<file path="src/rtl/lsu_pkg.sv">
// Shared definitions for the load/store unit: opcodes, FSM states,
// byte-lane select encodings and request decode helpers.
package lsu_pkg;

  localparam logic [3:0] OP_LB  = 4'd0;
  localparam logic [3:0] OP_LH  = 4'd1;
  localparam logic [3:0] OP_LW  = 4'd2;
  localparam logic [3:0] OP_LBU = 4'd4;
  localparam logic [3:0] OP_LHU = 4'd5;
  localparam logic [3:0] OP_SB  = 4'd8;
  localparam logic [3:0] OP_SH  = 4'd9;
  localparam logic [3:0] OP_SW  = 4'd10;

  // Big-endian lanes: byte offset k maps to sel bit 3-k.
  localparam logic [3:0] SEL_NONE  = 4'b0000;
  localparam logic [3:0] SEL_BYTE0 = 4'b1000;
  localparam logic [3:0] SEL_HALF0 = 4'b1100;
  localparam logic [3:0] SEL_HALF2 = 4'b0011;
  localparam logic [3:0] SEL_WORD  = 4'b1111;

  typedef enum logic [1:0] {
    ST_IDLE,
    ST_WR,
    ST_RD,
    ST_RESP
  } lsu_state_e;

  function automatic logic op_is_err(input logic [3:0] op, input logic [1:0] off);
    logic r;
    case (op)
      OP_LB, OP_LBU, OP_SB: r = 1'b0;
      OP_LH, OP_LHU, OP_SH: r = off[0];
      OP_LW, OP_SW:         r = (off != 2'b00);
      default:              r = 1'b1;
    endcase
    return r;
  endfunction

  function automatic logic [3:0] lane_sel(input logic [1:0] size, input logic [1:0] off);
    logic [3:0] r;
    case (size)
      2'd0:    r = SEL_BYTE0 >> off;
      2'd1:    r = off[1] ? SEL_HALF2 : SEL_HALF0;
      default: r = SEL_WORD;
    endcase
    return r;
  endfunction

endpackage

</file>
<file path="src/rtl/lsu_load_fmt.sv">
// Load result formatter: picks the addressed big-endian lane out of the
// RAM word and right-aligns it with sign or zero extension.
module lsu_load_fmt
  import lsu_pkg::*;
#(
  parameter int DATA_W = 32
) (
  input  logic [3:0]        i_op,
  input  logic [1:0]        i_off,
  input  logic [DATA_W-1:0] i_rdata,
  output logic [DATA_W-1:0] o_data
);

  logic [7:0]  w_byte;
  logic [15:0] w_half;

  always_comb begin
    case (i_off)
      2'd0:    w_byte = i_rdata[DATA_W-1  -: 8];
      2'd1:    w_byte = i_rdata[DATA_W-9  -: 8];
      2'd2:    w_byte = i_rdata[DATA_W-17 -: 8];
      default: w_byte = i_rdata[DATA_W-25 -: 8];
    endcase
    w_half = i_off[1] ? i_rdata[DATA_W-17 -: 16] : i_rdata[DATA_W-1 -: 16];
  end

  always_comb begin
    o_data = '0;
    case (i_op)
      OP_LB:   o_data = {{(DATA_W-8){w_byte[7]}}, w_byte};
      OP_LBU:  o_data = {{(DATA_W-8){1'b0}}, w_byte};
      OP_LH:   o_data = {{(DATA_W-16){w_half[15]}}, w_half};
      OP_LHU:  o_data = {{(DATA_W-16){1'b0}}, w_half};
      OP_LW:   o_data = i_rdata;
      default: o_data = '0;
    endcase
  end

endmodule

</file>
<file path="src/rtl/lsu_ctrl.sv">
// Load/store unit controller: accepts one access at a time, drives a
// registered-read data RAM and returns a single-cycle response.
module lsu_ctrl
  import lsu_pkg::*;
#(
  parameter int DATA_W = 32,
  parameter int ADDR_W = 32,
  parameter int RD_LAT = 2
) (
  input  logic              clk,
  input  logic              rst_n,
  input  logic              req_valid,
  output logic              req_ready,
  input  logic [3:0]        req_op,
  input  logic [ADDR_W-1:0] req_addr,
  input  logic [DATA_W-1:0] req_wdata,
  output logic              resp_valid,
  output logic [DATA_W-1:0] resp_rdata,
  output logic              resp_err,
  output logic              ram_ce,
  output logic              ram_we,
  output logic [ADDR_W-1:0] ram_addr,
  output logic [3:0]        ram_sel,
  output logic [DATA_W-1:0] ram_wdata,
  input  logic [DATA_W-1:0] ram_rdata
);

  localparam int CNT_W = $clog2(RD_LAT + 2);
  localparam logic [CNT_W-1:0] CNT_LAST = CNT_W'(RD_LAT);

  lsu_state_e        r_state, w_state_next;
  logic [CNT_W-1:0]  r_cnt, w_cnt_next;
  logic [3:0]        r_op, w_op_next;
  logic [1:0]        r_off, w_off_next;
  logic              r_ram_ce, w_ram_ce_next;
  logic              r_ram_we, w_ram_we_next;
  logic [ADDR_W-1:0] r_ram_addr, w_ram_addr_next;
  logic [3:0]        r_ram_sel, w_ram_sel_next;
  logic [DATA_W-1:0] r_ram_wdata, w_ram_wdata_next;
  logic              r_resp_valid, w_resp_valid_next;
  logic              r_resp_err, w_resp_err_next;
  logic [DATA_W-1:0] r_resp_rdata, w_resp_rdata_next;
  logic [DATA_W-1:0] w_store_data;
  logic [DATA_W-1:0] w_load_data;

  lsu_load_fmt #(.DATA_W(DATA_W)) u_fmt (
    .i_op    (r_op),
    .i_off   (r_off),
    .i_rdata (ram_rdata),
    .o_data  (w_load_data)
  );

  // Narrow stores are replicated so every enabled lane carries the data.
  always_comb begin
    case (req_op[1:0])
      2'd0:    w_store_data = {(DATA_W/8){req_wdata[7:0]}};
      2'd1:    w_store_data = {(DATA_W/16){req_wdata[15:0]}};
      default: w_store_data = req_wdata;
    endcase
  end

  always_comb begin
    w_state_next      = r_state;
    w_cnt_next        = r_cnt;
    w_op_next         = r_op;
    w_off_next        = r_off;
    w_ram_ce_next     = 1'b0;
    w_ram_we_next     = 1'b0;
    w_ram_addr_next   = '0;
    w_ram_sel_next    = SEL_NONE;
    w_ram_wdata_next  = '0;
    w_resp_valid_next = 1'b0;
    w_resp_err_next   = 1'b0;
    w_resp_rdata_next = '0;
    case (r_state)
      ST_IDLE: begin
        w_cnt_next = '0;
        if (req_valid) begin
          w_op_next  = req_op;
          w_off_next = req_addr[1:0];
          if (op_is_err(req_op, req_addr[1:0])) begin
            w_state_next      = ST_RESP;
            w_resp_valid_next = 1'b1;
            w_resp_err_next   = 1'b1;
          end else begin
            w_ram_ce_next   = 1'b1;
            w_ram_addr_next = req_addr;
            w_ram_sel_next  = lane_sel(req_op[1:0], req_addr[1:0]);
            if (req_op[3]) begin
              w_state_next     = ST_WR;
              w_ram_we_next    = 1'b1;
              w_ram_wdata_next = w_store_data;
            end else begin
              w_state_next = ST_RD;
            end
          end
        end
      end
      ST_WR: begin
        w_state_next      = ST_RESP;
        w_resp_valid_next = 1'b1;
      end
      ST_RD: begin
        // Address and lanes are held steady for the whole RAM read window.
        if (r_cnt == CNT_LAST) begin
          w_state_next      = ST_RESP;
          w_resp_valid_next = 1'b1;
          w_resp_rdata_next = w_load_data;
          w_cnt_next        = '0;
        end else begin
          w_ram_ce_next   = 1'b1;
          w_ram_addr_next = r_ram_addr;
          w_ram_sel_next  = r_ram_sel;
          w_cnt_next      = r_cnt + 1'b1;
        end
      end
      ST_RESP: begin
        w_state_next = ST_IDLE;
      end
      default: begin
        w_state_next = ST_IDLE;
      end
    endcase
  end

  always_ff @(posedge clk or negedge rst_n) begin
    if (!rst_n) begin
      r_state      <= ST_IDLE;
      r_cnt        <= '0;
      r_op         <= '0;
      r_off        <= '0;
      r_ram_ce     <= 1'b0;
      r_ram_we     <= 1'b0;
      r_ram_addr   <= '0;
      r_ram_sel    <= '0;
      r_ram_wdata  <= '0;
      r_resp_valid <= 1'b0;
      r_resp_err   <= 1'b0;
      r_resp_rdata <= '0;
    end else begin
      r_state      <= w_state_next;
      r_cnt        <= w_cnt_next;
      r_op         <= w_op_next;
      r_off        <= w_off_next;
      r_ram_ce     <= w_ram_ce_next;
      r_ram_we     <= w_ram_we_next;
      r_ram_addr   <= w_ram_addr_next;
      r_ram_sel    <= w_ram_sel_next;
      r_ram_wdata  <= w_ram_wdata_next;
      r_resp_valid <= w_resp_valid_next;
      r_resp_err   <= w_resp_err_next;
      r_resp_rdata <= w_resp_rdata_next;
    end
  end

  assign req_ready  = (r_state == ST_IDLE);
  assign ram_ce     = r_ram_ce;
  assign ram_we     = r_ram_we;
  assign ram_addr   = r_ram_addr;
  assign ram_sel    = r_ram_sel;
  assign ram_wdata  = r_ram_wdata;
  assign resp_valid = r_resp_valid;
  assign resp_err   = r_resp_err;
  assign resp_rdata = r_resp_rdata;

endmodule

</file>
<file path="config.mk">
export PLATFORM = sky130hd
export DESIGN_NAME = lsu_ctrl
export DESIGN_NICKNAME = d
export VERILOG_FILES = /design/src/rtl/lsu_pkg.sv /design/src/rtl/lsu_load_fmt.sv /design/src/rtl/lsu_ctrl.sv
export SDC_FILE = /design/constraint.sdc
export NUM_CORES = 1
export LEC_CHECK = 0
export BUFFER_PORTS_ARGS = -buffer_cell sky130_fd_sc_hd__buf_4
export CORE_MARGIN = 2
export CORE_UTILIZATION = 47
export DETAILED_ROUTE_END_ITERATION = 8
export PLACE_DENSITY_LB_ADDON = 0.05
export SLEW_MARGIN = 5
export SYNTH_ARGS = -nofsm -noshare
export SYNTH_HDL_FRONTEND = slang
export SYNTH_SLANG_ARGS = --single-unit
</file>
<file path="constraint.sdc">
create_clock -name clk -period 2.1 [get_ports clk]
set_input_delay 0.105 -clock clk [delete_from_list [all_inputs] [get_ports clk]]
set_output_delay 0.105 -clock clk [all_outputs]
set_load 0.03 [all_outputs]
</file>
-- After elaboration in Yosys (flattened, before gate mapping)
Index checks and enable logic that the tools add are counted.
- flip-flop bits (word level): 114
- input bits: 103
- output and inout bits: 105
- logic and storage cells: 89
- $add $sub $neg: 1
- eq/ne operators: 20
- shifts and indexed selects: 1
- multiplexer cells: 43
- reduce and logical (&&, ||, !) cells: 12
- operator list (operator ; number):
    32-bit two-way mux ; 9
    32-bit case mux with 5 select lines ; 1
    32-bit case mux with 2 select lines ; 2
    8-bit case mux with 3 select lines ; 1
    4-bit by 3-bit == test with 1-bit output, second input constant ; 4
    16-bit two-way mux ; 1
    4-bit two-way mux ; 4
    4-bit case mux with 2 select lines ; 2
    1-bit two-way mux ; 13
    4-bit == test, second input constant ; 3
    2-bit two-way mux ; 5
    2-bit == test, second input constant ; 4
    4-bit by 1-bit == test with 1-bit output, second input constant ; 2
    4-bit by 2-bit == test with 1-bit output, second input constant ; 2
    4-bit zero test ; 2
    2-bit case mux with 4 select lines ; 1
    2-bit by 1-bit == test with 1-bit output, second input constant ; 3
    2-bit zero test ; 3
    1-bit case mux with 3 select lines ; 2
    3-bit OR reduction ; 2
    2-bit inequality test, second input constant ; 2
    2-bit case mux with 2 select lines ; 1
    2-bit AND reduction ; 2
    2-bit nonzero test ; 2
    other kinds (4) ; 4

-- Longest topological paths before layout
Gate-level depths: netlist of run 1.
- depth in word-level cells: 8
- mapped depth: 9

-- Hierarchy
Synthesis of run 1 repeated with hierarchy kept, for this count alone.
- cells, all modules: 501
- area, all modules: 5441.5 um^2
- by module, submodules not included (module ; times used ; cells an instance ; area an instance (um^2)):
    lsu_ctrl ; 1 ; 382 ; 4668.2
    lsu_load_fmt ; 1 ; 119 ; 773.2

-- Worst setup path before layout of run 1
Ideal clock, no wire load.
- kind: register to register
- start point: register r_state[0]
- end point: register r_ram_addr[0] (netlist: ram_addr[0])
- setup time: 66 ps
- data arrival time: 1932 ps
- required time: 2034 ps
- path slack: 101 ps
- stages on the path, launching flop included: 10
- clock period less this slack: 1999 ps
- cells stage by stage: dfrtp_1 > inv_1 > ha_1 > clkbuf_2 > nand2_2 > o21ba_1 > nor2b_1 > buf_2 > buf_4 > a22o_1
- word-level cells in the longest chain between the ends: 2
- elaborated cells on any way between the ends: 4
- ends and longest elaborated chain (element ; line ; source):
    start, declared ; lsu_ctrl.sv:31 ; lsu_state_e r_state, w_state_next;
    start signal, assigned ; lsu_ctrl.sv:141 ; r_state <= w_state_next;
    2-bit zero test ; -- ;
    named net req_ready ; lsu_ctrl.sv:13 ; output logic req_ready,
    32-bit case mux with 2 select lines ; lsu_ctrl.sv:75 ; case (r_state)
    end signal, assigned ; lsu_ctrl.sv:147 ; r_ram_addr <= w_ram_addr_next;
    end, declared ; lsu_ctrl.sv:37 ; logic [ADDR_W-1:0] r_ram_addr, w_ram_addr_next;
The timed path passes the listed nets, and every way through them passes these cells.
A chain may end at the register's enable or synchronous reset.

-- Worst setup path in the final report of run 1
- start point: register r_op[1]
- end point: register r_resp_rdata[10] (netlist: resp_rdata[10])
- word-level cells in the longest chain between the ends: 4
- elaborated cells on any way between the ends: 8
- ends and longest elaborated chain (element ; line ; source):
    start, declared ; lsu_ctrl.sv:33 ; logic [3:0] r_op, w_op_next;
    start signal, assigned ; lsu_ctrl.sv:143 ; r_op <= w_op_next;
    4-bit by 2-bit == test with 1-bit output, or another cell as far along ; lsu_load_fmt.sv:29 ; case (i_op)
    32-bit case mux with 5 select lines (*) ; lsu_load_fmt.sv:29 ;
    32-bit two-way mux (*) ; lsu_ctrl.sv:105 ; if (r_cnt == CNT_LAST) begin
    32-bit two-way mux (*) ; lsu_ctrl.sv:75 ;
    named net w_resp_rdata_next[10] ; lsu_ctrl.sv:42 ; logic [DATA_W-1:0] r_resp_rdata, w_resp_rdata_next;
    end signal, assigned ; lsu_ctrl.sv:152 ; r_resp_rdata <= w_resp_rdata_next;
    end, declared ; lsu_ctrl.sv:42 ;
Mark *: on every way through the listed nets, which the timed path passes. The rest lies on a longest branch.

==> results_tabular.tex, run 1 <==
\begin{tabular}{lr}
\hline
Metric & Value \\
\hline
\multicolumn{2}{l}{\textbf{Outcome}} \\
Result of the run & complete, no violations \\
\multicolumn{2}{l}{\textbf{Clock tree}} \\
H-Tree Level Count & 4 \\
Num Clock Sinks & 114 \\
CTS tree & built \\
Clock Tree Buf Depth & 2 \\
Number of setup buffers added after CTS & 0 \\
Reg clk slew, reported paths & 0.06 ns \\
Worst-skew pair later-pin latency & 0.52 ns \\
Number of buffers created by CTS & 17 \\
Clock Root Buffer & sky130\_fd\_sc\_hd\_\_clkbuf\_8 \\
\multicolumn{2}{l}{\textbf{Setup path}} \\
Slack of the worst reg-to-reg path & 0.17 ns \\
Critical Path Sink Type & flip-flop \\
Reg-to-Reg Start & r\_op[1] \\
Worst r2r path cells & 4 \\
Arrival time of the worst setup path & 2.35 ns \\
Critical path start-end classification & flip-flop to flip-flop \\
Slowest Stage Delay on Critical Path & 0.50 ns \\
Maximum fanout along the worst path & 13 \\
Element type at the critical path start & flip-flop \\
Critical-path top delay cell & sky130\_fd\_sc\_hd\_\_dfrtp\_1 \\
Req. time, crit path & 2.53 ns \\
Worst R2R End & resp\_rdata[10] \\
Ordered list of cells on the worst path & or3\_1 > o32ai\_1 > nand2\_1 > a21oi\_1 \\
\multicolumn{2}{l}{\textbf{GRT}} \\
Pin count of the biggest net entering global routing & 73 \\
Initial antenna violation count & 0 \\
First-pass GRT wire length & 25.8 mm \\
GRT Resource Usage Total & 0.304 \\
Number of global-route vias before repair & 4873 \\
Residual overflow from global routing & 0 \\
\multicolumn{2}{l}{\textbf{STA}} \\
Min setup slack post-route & 0.172 ns \\
Number of slew-limit violations in the final report & 0 \\
Highest Clock Rate & 0.519 GHz \\
Final setup violation count & 0 \\
Part of the cycle the worst path needs & 0.918 \\
Setup repair after global routing missed its margin & no \\
Tightest Pin Transition & 0.576 ns \\
Final hold vios & 0 \\
Remaining max-slew budget at the tightest pin & 0.614 \\
Time the worst path needs with I/O delays and setup & 1.93 ns \\
Clock Skew & 0.00758 ns \\
Post-route setup TNS & 0 ns \\
\multicolumn{2}{l}{\textbf{Detailed routing}} \\
Met3 layer wire length in the routed design & 1.24 mm \\
1st-iter DRT viols & 261 \\
DRT antenna net count & 0 \\
Detailed-route via count & 4708 \\
Final wirelength & 16.5 mm \\
TritonRoute pass-1 iters & 5 \\
Post-detailed-route via-to-cell ratio & 5.39 \\
Wire length on met2 & 8.60 mm \\
Topmost layer with routed signal wires & met4 \\
Drc violations & 0 \\
Wl on met1 & 6.33 mm \\
Drt wl/cell & 18.9 um \\
\multicolumn{2}{l}{\textbf{Synth}} \\
Dominant register cell in the synthesized netlist & sky130\_fd\_sc\_hd\_\_dfrtp\_1 \\
Count of cell types in the netlist & 45 \\
Mean cell area of the mapped netlist & 11.8 um\^{}2 \\
Synthesized net count & 513 \\
Count of flip-flops with a built-in enable after synthesis & 0 \\
Netlist Area Pre-Place & 0.00480 mm\^{}2 \\
Flop and latch count out of synthesis & 114 \\
Warnings from Yosys & 0 \\
Synth Instances & 406 \\
Register area share after synthesis & 0.595 \\
Top area cells in the synthesized netlist & sky130\_fd\_sc\_hd\_\_dfrtp\_1 59\%, sky130\_fd\_sc\_hd\_\_a22o\_1 7.7\%, sky130\_fd\_sc\_hd\_\_mux2i\_1 4.8\%, sky130\_fd\_sc\_hd\_\_a21oi\_1 4.5\%, sky130\_fd\_sc\_hd\_\_nor2\_1 2.7\% \\
Most common library cells after synthesis & 114 x sky130\_fd\_sc\_hd\_\_dfrtp\_1, 43 x sky130\_fd\_sc\_hd\_\_a21oi\_1, 42 x sky130\_fd\_sc\_hd\_\_a22o\_1 \\
Leading area contributor after synthesis & sky130\_fd\_sc\_hd\_\_dfrtp\_1 \\
Top-area cell type share of the netlist area & 0.595 \\
Share of async-settable or async-resettable flops after synthesis & 1.00 \\
Most frequently used cell type in the post-synthesis netlist & sky130\_fd\_sc\_hd\_\_dfrtp\_1 \\
\multicolumn{2}{l}{\textbf{Hold path}} \\
Startpoint of the tightest hold check path & req\_op[0] \\
Kind of path behind the tightest hold check & primary input to flip-flop \\
Depth of the worst hold-timing path & 3 \\
Worst hold path endpoint & ram\_wdata[13] \\
\multicolumn{2}{l}{\textbf{Floorplanning}} \\
IO Pins & 208 \\
Die Height & 105 um \\
Core Area & 0.00986 mm\^{}2 \\
Initial core utilization & 0.486 \\
Die Footprint & 0.0110 mm\^{}2 \\
Count of standard-cell rows & 36 \\
Die X & 105 um \\
\multicolumn{2}{l}{\textbf{Place}} \\
Number of input and output port buffers inserted & 207 \\
Final Wtd Congestion & 0.839 \\
Hpwl dp & 9.57 mm \\
Number of instances in the placed design & 728 \\
Cell area reported after detailed placement & 0.00650 mm\^{}2 \\
Setup WS pre-CTS & 0.148 ns \\
\multicolumn{2}{l}{\textbf{Cells and area}} \\
Share of post-route cells with drive strength above 1 & 0.368 \\
Filler-free cell count of the finished design & 873 \\
Nets & 835 \\
Layout Cell Area excl Fill & 0.00825 mm\^{}2 \\
Count of antenna diodes in the layout & 0 \\
Synth-to-Final Area Change & 71.9\% \\
\multicolumn{2}{l}{\textbf{Pwr}} \\
Static leakage power & 0.00417 uW \\
P per Cell Area & 938 mW/mm\^{}2 \\
Worst IR Drop VDD & 0.757 mV \\
Overall Power & 7740 uW \\
\multicolumn{2}{l}{\textbf{Flow run}} \\
Max-cap violations & 0 \\
\hline
\end{tabular}
## layout make-up
class / instances / area (um^2)
repair buffers: 331 / 2800
well taps: 133 / 166
inverters: 10 / 37.5
clock buffers: 20 / 445
multi-input cells: 254 / 1790
flip-flops and latches: 114 / 2850
fillers: 539 / 1620
clock inverters: 11 / 160
## repair_timing
action / 4_1_cts / 5_1_grt
hold endpoints to repair: 144 / 0
resized for setup: 0 / 1
endpoints found under the setup margin: 0 / 1
hold buffers: 114 / 0
## through the flow
stage	util	hold WS [ns]
3_3_place_gp	0.659	0.120
2_1_floorplan	-	-0.191
4_1_cts	0.836	0.0557
3_5_place_dp	0.659	0.126
5_1_grt	0.836	0.0765
6_report	0.836	0.0829
## sequential cells by signal, indices dropped and copies added (netlist names)
signal and cells:
ram_wdata 32, ram_we 1, resp_valid 1, ram_sel 4, r_state 2, r_off 2
r_op 4, ram_addr 32, resp_err 1, ram_ce 1, resp_rdata 32, r_cnt 2
## where the power goes
part           switching (uW)  total [uW]  internal (uW)
Clock                     997        2970           1970
Sequential                241        2620           2380
Combinational            1150        2150            997
Total                    2390        7740           5350
## worst max path at each step
| stage | end | cells past startpoint | start |
|---|---|---|---|
| 6_report | resp_rdata[10] | 4 | r_op[1] |
| 5_1_grt | ram_wdata[10] | 6 | r_state[0] |
| 4_1_cts | resp_rdata[25] | 6 | r_state[0] |
| 3_5_place_dp | resp_rdata[25] | 6 | r_state[0] |
| 3_3_place_gp | resp_rdata[25] | 6 | r_state[0] |
| 2_1_floorplan | ram_addr[0] | 9 | r_state[0] |
## worst max-delay path, delay by kind of cell (launching register included)
family | cells | cell delay, ns
simple gates | 2 | 0.76
compound gates | 2 | 0.58
flops | 1 | 0.50
## per-layer routing
| layer | vias up | GRT usage |
|---|---|---|
| met2 | 248 | 0.522 |
| met4 | 0 | 0.0981 |
| li1 | 2108 | - |
| met1 | 2324 | 0.364 |
| met3 | 28 | 0.0948 |
| met5 | - | 0 |
## kinds of logic after synthesis
logic type | share of synthesized area
AOI/OAI and AO/OA | 0.178
adders and majority gates | 0.0104
buffers and inverters | 0.0355
DFF | 0.595
muxes | 0.0879
and+or+nand+nor | 0.0936
## layout by cell type (no fill, tap or decap), drive strengths merged, types with 4 or more instances in the layout
master       instances
buf                217
dfrtp              114
dlygate4sd3        114
clkinv               5
nor2b                4
a22oi                8
mux4                 5
a22o                42
ha                   4
bufinv               4
inv                 10
mux2                 7
and3                 8
o21ai               13
or2                  4
a21oi               43
nand2               29
clkbuf              20
mux2i               23
nor2                36
No activity file was read; power rests on OpenSTA's default activity.
==> inputs of run 2 (changes only) <==
--- a/config.mk
+++ b/config.mk
@@ -7,7 +7,8 @@
 export LEC_CHECK = 0
 export BUFFER_PORTS_ARGS = -buffer_cell sky130_fd_sc_hd__buf_4
 export CORE_MARGIN = 2
-export CORE_UTILIZATION = 47
+export CORE_UTILIZATION = 49
+export CTS_BUF_LIST = sky130_fd_sc_hd__clkbuf_8
 export DETAILED_ROUTE_END_ITERATION = 8
 export PLACE_DENSITY_LB_ADDON = 0.05
 export SLEW_MARGIN = 5
==> results_tabular.tex, run 2 (same netlist as run 1, synthesis figures left out) <==
\begin{tabular}{lr}
\hline
Metric & Value \\
\hline
\multicolumn{2}{l}{\textbf{Outcome}} \\
Result of the run & complete, no violations \\
\multicolumn{2}{l}{\textbf{Floorplanning}} \\
Core Area & 0.00964 mm\^{}2 \\
Die Height & 103 um \\
IO Pins & 208 \\
Die Footprint & 0.0106 mm\^{}2 \\
Die X & 103 um \\
Initial core utilization & 0.498 \\
Count of standard-cell rows & 36 \\
\multicolumn{2}{l}{\textbf{Setup path}} \\
Slowest Stage Delay on Critical Path & 0.43 ns \\
Ordered list of cells on the worst path & inv\_1 > ha\_1 > nand3b\_1 > or2\_1 > a211o\_2 > a21oi\_1 \\
Arrival time of the worst setup path & 2.35 ns \\
Slack of the worst reg-to-reg path & 0.1 ns \\
Critical Path End & resp\_rdata[16] \\
Critical path start-end classification & flip-flop to flip-flop \\
Critical-path top delay cell & sky130\_fd\_sc\_hd\_\_a211o\_2 \\
Element type at the critical path start & flip-flop \\
Req. time, crit path & 2.44 ns \\
Worst Setup SP & r\_state[0] \\
Worst R2R End & resp\_rdata[16] \\
Reg-to-Reg Start & r\_state[0] \\
Maximum fanout along the worst path & 16 \\
Critical Path Sink Type & flip-flop \\
Worst r2r path cells & 6 \\
\multicolumn{2}{l}{\textbf{STA}} \\
Post-route setup TNS & 0 ns \\
Setup repair after global routing missed its margin & no \\
Part of the cycle the worst path needs & 0.955 \\
Clock Skew & 0.00842 ns \\
Tightest Pin Transition & 0.610 ns \\
Remaining max-slew budget at the tightest pin & 0.592 \\
Final hold vios & 0 \\
Final setup violation count & 0 \\
Time the worst path needs with I/O delays and setup & 2.00 ns \\
Number of slew-limit violations in the final report & 0 \\
Highest Clock Rate & 0.499 GHz \\
\multicolumn{2}{l}{\textbf{Place}} \\
Final Wtd Congestion & 0.871 \\
Number of input and output port buffers inserted & 207 \\
Hpwl dp & 9.40 mm \\
\multicolumn{2}{l}{\textbf{Clock tree}} \\
Reg clk slew, reported paths & 0.07 ns \\
Number of setup buffers added after CTS & 0 \\
Clock Root Buffer & sky130\_fd\_sc\_hd\_\_clkbuf\_8 \\
CTS tree & built \\
H-Tree Level Count & 4 \\
Clock Tree Buf Depth & 2 \\
Worst-skew pair later-pin latency & 0.44 ns \\
Num Clock Sinks & 114 \\
Number of buffers created by CTS & 17 \\
\multicolumn{2}{l}{\textbf{Detailed routing}} \\
1st-iter DRT viols & 271 \\
DRT antenna net count & 0 \\
Final wirelength & 16.2 mm \\
Post-detailed-route via-to-cell ratio & 5.43 \\
Drt wl/cell & 18.8 um \\
Detailed-route via count & 4685 \\
Drc violations & 0 \\
TritonRoute pass-1 iters & 7 \\
\multicolumn{2}{l}{\textbf{Pwr}} \\
Static leakage power & 0.00408 uW \\
Total net switching power & 2300 uW \\
Overall Power & 7310 uW \\
Clk pwr share & 0.349 \\
Worst IR Drop VDD & 0.710 mV \\
Internal power & 5010 uW \\
Net Sw Frac & 0.315 \\
P per Cell Area & 910 mW/mm\^{}2 \\
Combinational fraction of design power & 0.292 \\
Sequential power share & 0.359 \\
\multicolumn{2}{l}{\textbf{Cells and area}} \\
Nets & 825 \\
Utilization of the core after routing & 0.833 \\
Fillers & 528 \\
Highest-count cells in the layout ignoring fill and taps & 218 x sky130\_fd\_sc\_hd\_\_buf\_4, 114 x sky130\_fd\_sc\_hd\_\_dfrtp\_1, 101 x sky130\_fd\_sc\_hd\_\_dlygate4sd3\_1, 43 x sky130\_fd\_sc\_hd\_\_a21oi\_1, 42 x sky130\_fd\_sc\_hd\_\_a22o\_1 \\
Share of post-route cells with drive strength above 1 & 0.378 \\
Multi-input logic area & 0.00179 mm\^{}2 \\
Synth-to-Final Area Change & 67.3\% \\
Storage element area & 0.00285 mm\^{}2 \\
Count of antenna diodes in the layout & 0 \\
Leading cell type in the layout, fill and taps excluded & sky130\_fd\_sc\_hd\_\_buf\_4 \\
\multicolumn{2}{l}{\textbf{GRT}} \\
Number of global-route vias before repair & 4775 \\
Pin count of the biggest net entering global routing & 47 \\
First-pass GRT wire length & 24.7 mm \\
Residual overflow from global routing & 0 \\
GRT Resource Usage Total & 0.312 \\
Initial antenna violation count & 0 \\
\multicolumn{2}{l}{\textbf{Flow run}} \\
Max-cap violations & 0 \\
\multicolumn{2}{l}{\textbf{Hold path}} \\
Kind of path behind the tightest hold check & primary input to flip-flop \\
\hline
\end{tabular}
run 2: changes by cell type in the layout (fill, tap and decap cells not counted):
cell / previous run / this run
sky130_fd_sc_hd__dlygate4sd3_1: 114 / 101
sky130_fd_sc_hd__clkbuf_16: 16 / 0
sky130_fd_sc_hd__clkbuf_1: 1 / 0
sky130_fd_sc_hd__clkinv_2: 5 / 3
sky130_fd_sc_hd__buf_4: 215 / 218
sky130_fd_sc_hd__bufinv_16: 4 / 6
sky130_fd_sc_hd__clkinvlp_4: 2 / 1
sky130_fd_sc_hd__clkbuf_8: 3 / 21
run 2: final cells by class:
cell class	count	area share
Inverter	10	0.00468
Clock buffer	21	0.0360
Timing Repair Buffer	321	0.335
Sequential cell	114	0.355
Multi-Input combinational cell	254	0.223
Tap cell	133	0.0207
Clock inverter	10	0.0253
run 2: critical path: cells and delay by family, from the launching register on:
family / cells / cell delay, ns
AO/OA/AOI/OAI: 2 / 0.66
buffers and inverters: 1 / 0.11
AND/OR/NAND/NOR: 2 / 0.48
flip-flops: 1 / 0.41
adder cells (fa/ha/maj): 1 / 0.24
run 2: worst min path at each step:
stage,start,to,slack [ns],depth (start not counted)
after floorplan,rst_n,r_cnt[0],-0.19,0
after global placement,rst_n,resp_rdata[12],0.14,1
after detailed placement,rst_n,resp_rdata[6],0.15,1
after CTS,ram_rdata[15],resp_rdata[15],0.01,3
after global routing,ram_rdata[11],resp_rdata[11],0.03,3
final,ram_rdata[11],resp_rdata[11],0.04,3
run 2: repair_timing:
item / CTS / global route
endpoints found under the setup margin: 0 / 13
gates resized for setup: 0 / 1
hold buffers: 101 / 0
hold endpoints to repair: 138 / 0
run 2: power groups by stage:
stage	sequential, uW	combinational (uW)	clock [uW]
after global routing	2650	2300	2670
after floorplan	2720	1150	0
final	2620	2140	2550
after CTS	2620	2090	2550
after detailed placement	2660	1920	0
after global placement	2650	1850	0
run 2: stage by stage:
step / cells / hold WS, ns / worst slack [ns] / cell area [um^2]
2_1_floorplan: 406 / -0.191 / 0.101 / 4800
3_3_place_gp: 731 / 0.141 / 0.209 / 6520
3_5_place_dp: 731 / 0.147 / 0.133 / 6520
4_1_cts: 863 / 0.00987 / 0.0743 / 8030
5_1_grt: 863 / 0.0338 / 0.0188 / 8030
6_report: 863 / 0.0358 / 0.0950 / 8030
run 2: layer usage:
metal / vias to the layer above / global-route usage / share of wire
met5: - / 0 / 0
met4: 0 / 0.112 / 0.020
met3: 30 / 0.0963 / 0.076
met2: 211 / 0.517 / 0.51
met1: 2355 / 0.387 / 0.39
li1: 2089 / - / -
==> inputs of run 3 (changes only) <==
--- a/config.mk
+++ b/config.mk
@@ -5,9 +5,10 @@
 export SDC_FILE = /design/constraint.sdc
 export NUM_CORES = 1
 export LEC_CHECK = 0
+export ABC_AREA = 1
 export BUFFER_PORTS_ARGS = -buffer_cell sky130_fd_sc_hd__buf_4
 export CORE_MARGIN = 2
-export CORE_UTILIZATION = 49
+export CORE_UTILIZATION = 47
 export CTS_BUF_LIST = sky130_fd_sc_hd__clkbuf_8
 export DETAILED_ROUTE_END_ITERATION = 8
 export PLACE_DENSITY_LB_ADDON = 0.05
==> results_tabular.tex, run 3 <==
\begin{tabular}{lr}
\hline
Metric & Value \\
\hline
\multicolumn{2}{l}{\textbf{Cells and area}} \\
Highest-count cells in the layout ignoring fill and taps & 217 x sky130\_fd\_sc\_hd\_\_buf\_4, 138 x sky130\_fd\_sc\_hd\_\_nand2\_1, 114 x sky130\_fd\_sc\_hd\_\_dfrtp\_1, 88 x sky130\_fd\_sc\_hd\_\_dlygate4sd3\_1, 79 x sky130\_fd\_sc\_hd\_\_nor2\_1 \\
Share of post-route cells with drive strength above 1 & 0.299 \\
Layout Cell Area excl Fill & 0.00815 mm\^{}2 \\
Leading cell type in the layout, fill and taps excluded & sky130\_fd\_sc\_hd\_\_buf\_4 \\
Synth-to-Final Area Change & 58.5\% \\
Count of antenna diodes in the layout & 0 \\
Multi-input logic area & 0.00194 mm\^{}2 \\
Fillers & 794 \\
Nets & 1024 \\
Storage element area & 0.00285 mm\^{}2 \\
\multicolumn{2}{l}{\textbf{Synth}} \\
Count of flip-flops with a built-in enable after synthesis & 0 \\
Top-area cell type share of the netlist area & 0.555 \\
Flop and latch count out of synthesis & 114 \\
Count of cell types in the netlist & 24 \\
XOR/XNOR Fraction of Synth Area & 0 \\
Basic-gate share of the synthesized area counting and, or, nand and nor cells & 0.235 \\
Warnings from Yosys & 0 \\
Share of async-settable or async-resettable flops after synthesis & 1.00 \\
Main combinational cell family by area after synthesis & simple AND/OR/NAND/NOR gates \\
Register area share after synthesis & 0.555 \\
Mean cell area of the mapped netlist & 8.25 um\^{}2 \\
Most frequently used cell type in the post-synthesis netlist & sky130\_fd\_sc\_hd\_\_nand2\_1 \\
Synth Area in Compound Gates & 0.132 \\
Top area cells in the synthesized netlist & sky130\_fd\_sc\_hd\_\_dfrtp\_1 56\%, sky130\_fd\_sc\_hd\_\_nand2\_1 10\%, sky130\_fd\_sc\_hd\_\_a21oi\_1 6.9\%, sky130\_fd\_sc\_hd\_\_nor2\_1 5.8\%, sky130\_fd\_sc\_hd\_\_o21ai\_0 5.6\% \\
Adder and majority gate portion of the synthesized area & 0.00974 \\
Netlist Area Pre-Place & 0.00514 mm\^{}2 \\
Most common library cells after synthesis & 140 x sky130\_fd\_sc\_hd\_\_nand2\_1, 114 x sky130\_fd\_sc\_hd\_\_dfrtp\_1, 80 x sky130\_fd\_sc\_hd\_\_nor2\_1 \\
Leading area contributor after synthesis & sky130\_fd\_sc\_hd\_\_dfrtp\_1 \\
Dominant register cell in the synthesized netlist & sky130\_fd\_sc\_hd\_\_dfrtp\_1 \\
Share of synthesized area spent on multiplexers & 0 \\
Synth Instances & 623 \\
Synthesized net count & 730 \\
\multicolumn{2}{l}{\textbf{Place}} \\
Hpwl dp & 9.91 mm \\
Number of input and output port buffers inserted & 207 \\
Cell area reported after detailed placement & 0.00682 mm\^{}2 \\
Final Wtd Congestion & 0.917 \\
Setup WS pre-CTS & 0.345 ns \\
\multicolumn{2}{l}{\textbf{Pwr}} \\
Combinational fraction of design power & 0.339 \\
Internal power & 4520 uW \\
P per Cell Area & 889 mW/mm\^{}2 \\
Worst IR Drop VDD & 0.672 mV \\
Net Sw Frac & 0.375 \\
Clk pwr share & 0.308 \\
Sequential power share & 0.354 \\
Total net switching power & 2720 uW \\
Static leakage power & 0.00426 uW \\
\multicolumn{2}{l}{\textbf{Clock tree}} \\
Clock Root Buffer & sky130\_fd\_sc\_hd\_\_clkbuf\_8 \\
H-Tree Level Count & 4 \\
CTS tree & built \\
Clock Tree Buf Depth & 2 \\
Num Clock Sinks & 114 \\
Reg clk slew, reported paths & 0.08 ns \\
Worst-skew pair later-pin latency & 0.43 ns \\
Number of setup buffers added after CTS & 0 \\
Number of buffers created by CTS & 17 \\
\multicolumn{2}{l}{\textbf{Setup path}} \\
Worst Setup SP & req\_addr[0] \\
Arrival time of the worst setup path & 2.30 ns \\
Critical Path Most Common Cell & sky130\_fd\_sc\_hd\_\_dlygate4sd3\_1 \\
Critical path start-end classification & primary input to flip-flop \\
Element type at the critical path start & primary input \\
Critical Path Sink Type & flip-flop \\
Critical-path top delay cell & sky130\_fd\_sc\_hd\_\_dlygate4sd3\_1 \\
Slack of the worst reg-to-reg path & 0.18 ns \\
Maximum fanout along the worst path & 14 \\
Ordered list of cells on the worst path & dlygate4sd3\_1 > buf\_4 > nor2\_2 > nand2\_1 > nand2\_2 > inv\_1 > nor2\_4 > buf\_6 > nand4\_1 > nor2\_1 > dlygate4sd3\_1 \\
Worst r2r path cells & 7 \\
Critical Path End & ram\_wdata[10] \\
Worst R2R End & ram\_wdata[10] \\
Slowest Stage Delay on Critical Path & 0.55 ns \\
Req. time, crit path & 2.46 ns \\
Reg-to-Reg Start & r\_state[0] \\
\multicolumn{2}{l}{\textbf{Floorplanning}} \\
Die Height & 109 um \\
Core Area & 0.0107 mm\^{}2 \\
Initial core utilization & 0.478 \\
Die Footprint & 0.0118 mm\^{}2 \\
IO Pins & 208 \\
Die X & 109 um \\
Count of standard-cell rows & 38 \\
\multicolumn{2}{l}{\textbf{STA}} \\
Part of the cycle the worst path needs & 0.924 \\
Number of slew-limit violations in the final report & 0 \\
Tightest Pin Transition & 0.607 ns \\
Final hold vios & 0 \\
Min setup slack post-route & 0.160 ns \\
Remaining max-slew budget at the tightest pin & 0.595 \\
Post-route setup TNS & 0 ns \\
Final setup violation count & 0 \\
Clock Skew & 0.0157 ns \\
Time the worst path needs with I/O delays and setup & 1.94 ns \\
Setup repair after global routing missed its margin & no \\
Highest Clock Rate & 0.515 GHz \\
\multicolumn{2}{l}{\textbf{Hold path}} \\
Depth of the worst hold-timing path & 3 \\
Kind of path behind the tightest hold check & primary input to flip-flop \\
\multicolumn{2}{l}{\textbf{Flow run}} \\
Max-cap violations & 0 \\
\multicolumn{2}{l}{\textbf{Detailed routing}} \\
Final wirelength & 15.0 mm \\
Post-detailed-route via-to-cell ratio & 4.91 \\
Detailed-route via count & 5257 \\
Drc violations & 0 \\
TritonRoute pass-1 iters & 5 \\
DRT antenna net count & 0 \\
Drt wl/cell & 14.0 um \\
1st-iter DRT viols & 261 \\
\multicolumn{2}{l}{\textbf{GRT}} \\
Residual overflow from global routing & 0 \\
First-pass GRT wire length & 23.6 mm \\
Initial antenna violation count & 0 \\
Pin count of the biggest net entering global routing & 51 \\
GRT Resource Usage Total & 0.257 \\
Number of global-route vias before repair & 5095 \\
\multicolumn{2}{l}{\textbf{Outcome}} \\
Result of the run & complete, no violations \\
\hline
\end{tabular}
-- run 3: worst min-delay path by stage --
stage	from	endpoint	slack, ns
2_1_floorplan	rst_n	r_cnt[0]	-0.19
3_3_place_gp	rst_n	resp_rdata[5]	0.1
3_5_place_dp	rst_n	resp_rdata[5]	0.1
4_1_cts	ram_rdata[30]	resp_rdata[30]	0.005
5_1_grt	ram_rdata[9]	resp_rdata[9]	0.05
6_report	ram_rdata[9]	resp_rdata[9]	0.02
-- run 3: power groups by stage --
stage | Combinational (uW) | Clock, uW | Sequential [uW]
floorplan | 1420 | 0 | 2720
global placement | 2230 | 0 | 2590
detailed placement | 2290 | 0 | 2600
CTS | 2430 | 2260 | 2560
global route | 2730 | 2360 | 2590
finish | 2450 | 2230 | 2560
-- run 3: final cells by class --
cell class,instances,area share
Sequential cell,114,0.350
Timing Repair Buffer,307,0.312
Multi-Input combinational cell,425,0.239
Clock buffer,19,0.0321
Inverter,52,0.0243
Tap cell,140,0.0215
Clock inverter,13,0.0214
-- run 3: metal layers --
| layer | vias to the layer above | GRT usage | share of wire |
|---|---|---|---|
| li1 | 2589 | - | - |
| met1 | 2461 | 0.310 | 0.41 |
| met2 | 185 | 0.448 | 0.51 |
| met3 | 22 | 0.0705 | 0.061 |
| met4 | 0 | 0.0742 | 0.015 |
| met5 | - | 0 | 0 |
-- run 3: logic make-up after synthesis --
logic type,Yosys count
adders and majority gates,4
DFF,114
buffers and inverters,84
and+or+nand+nor,287
AOI/OAI and AO/OA,134
-- run 3: stage by stage --
step,power [uW],instances,utilization,hold slack [ns]
after floorplan,4140,623,-,-0.191
after global placement,4820,950,0.634,0.0953
after detailed placement,4890,950,0.634,0.0985
after CTS,7240,1070,0.757,0.00458
after global routing,7680,1070,0.758,0.0494
final,7240,1070,0.758,0.0200
-- run 3: worst max-delay path: cells and delay by family --
| family | cells | cell delay [ns] |
|---|---|---|
| simple gates | 6 | 0.68 |
| buf+inv | 5 | 1.51 |
-- run 3: repair_timing --
action	4_1_cts	5_1_grt
hold buffers	88	0
setup endpoints to repair	0	2
resized for setup	0	5
endpoints found under the hold margin	125	0
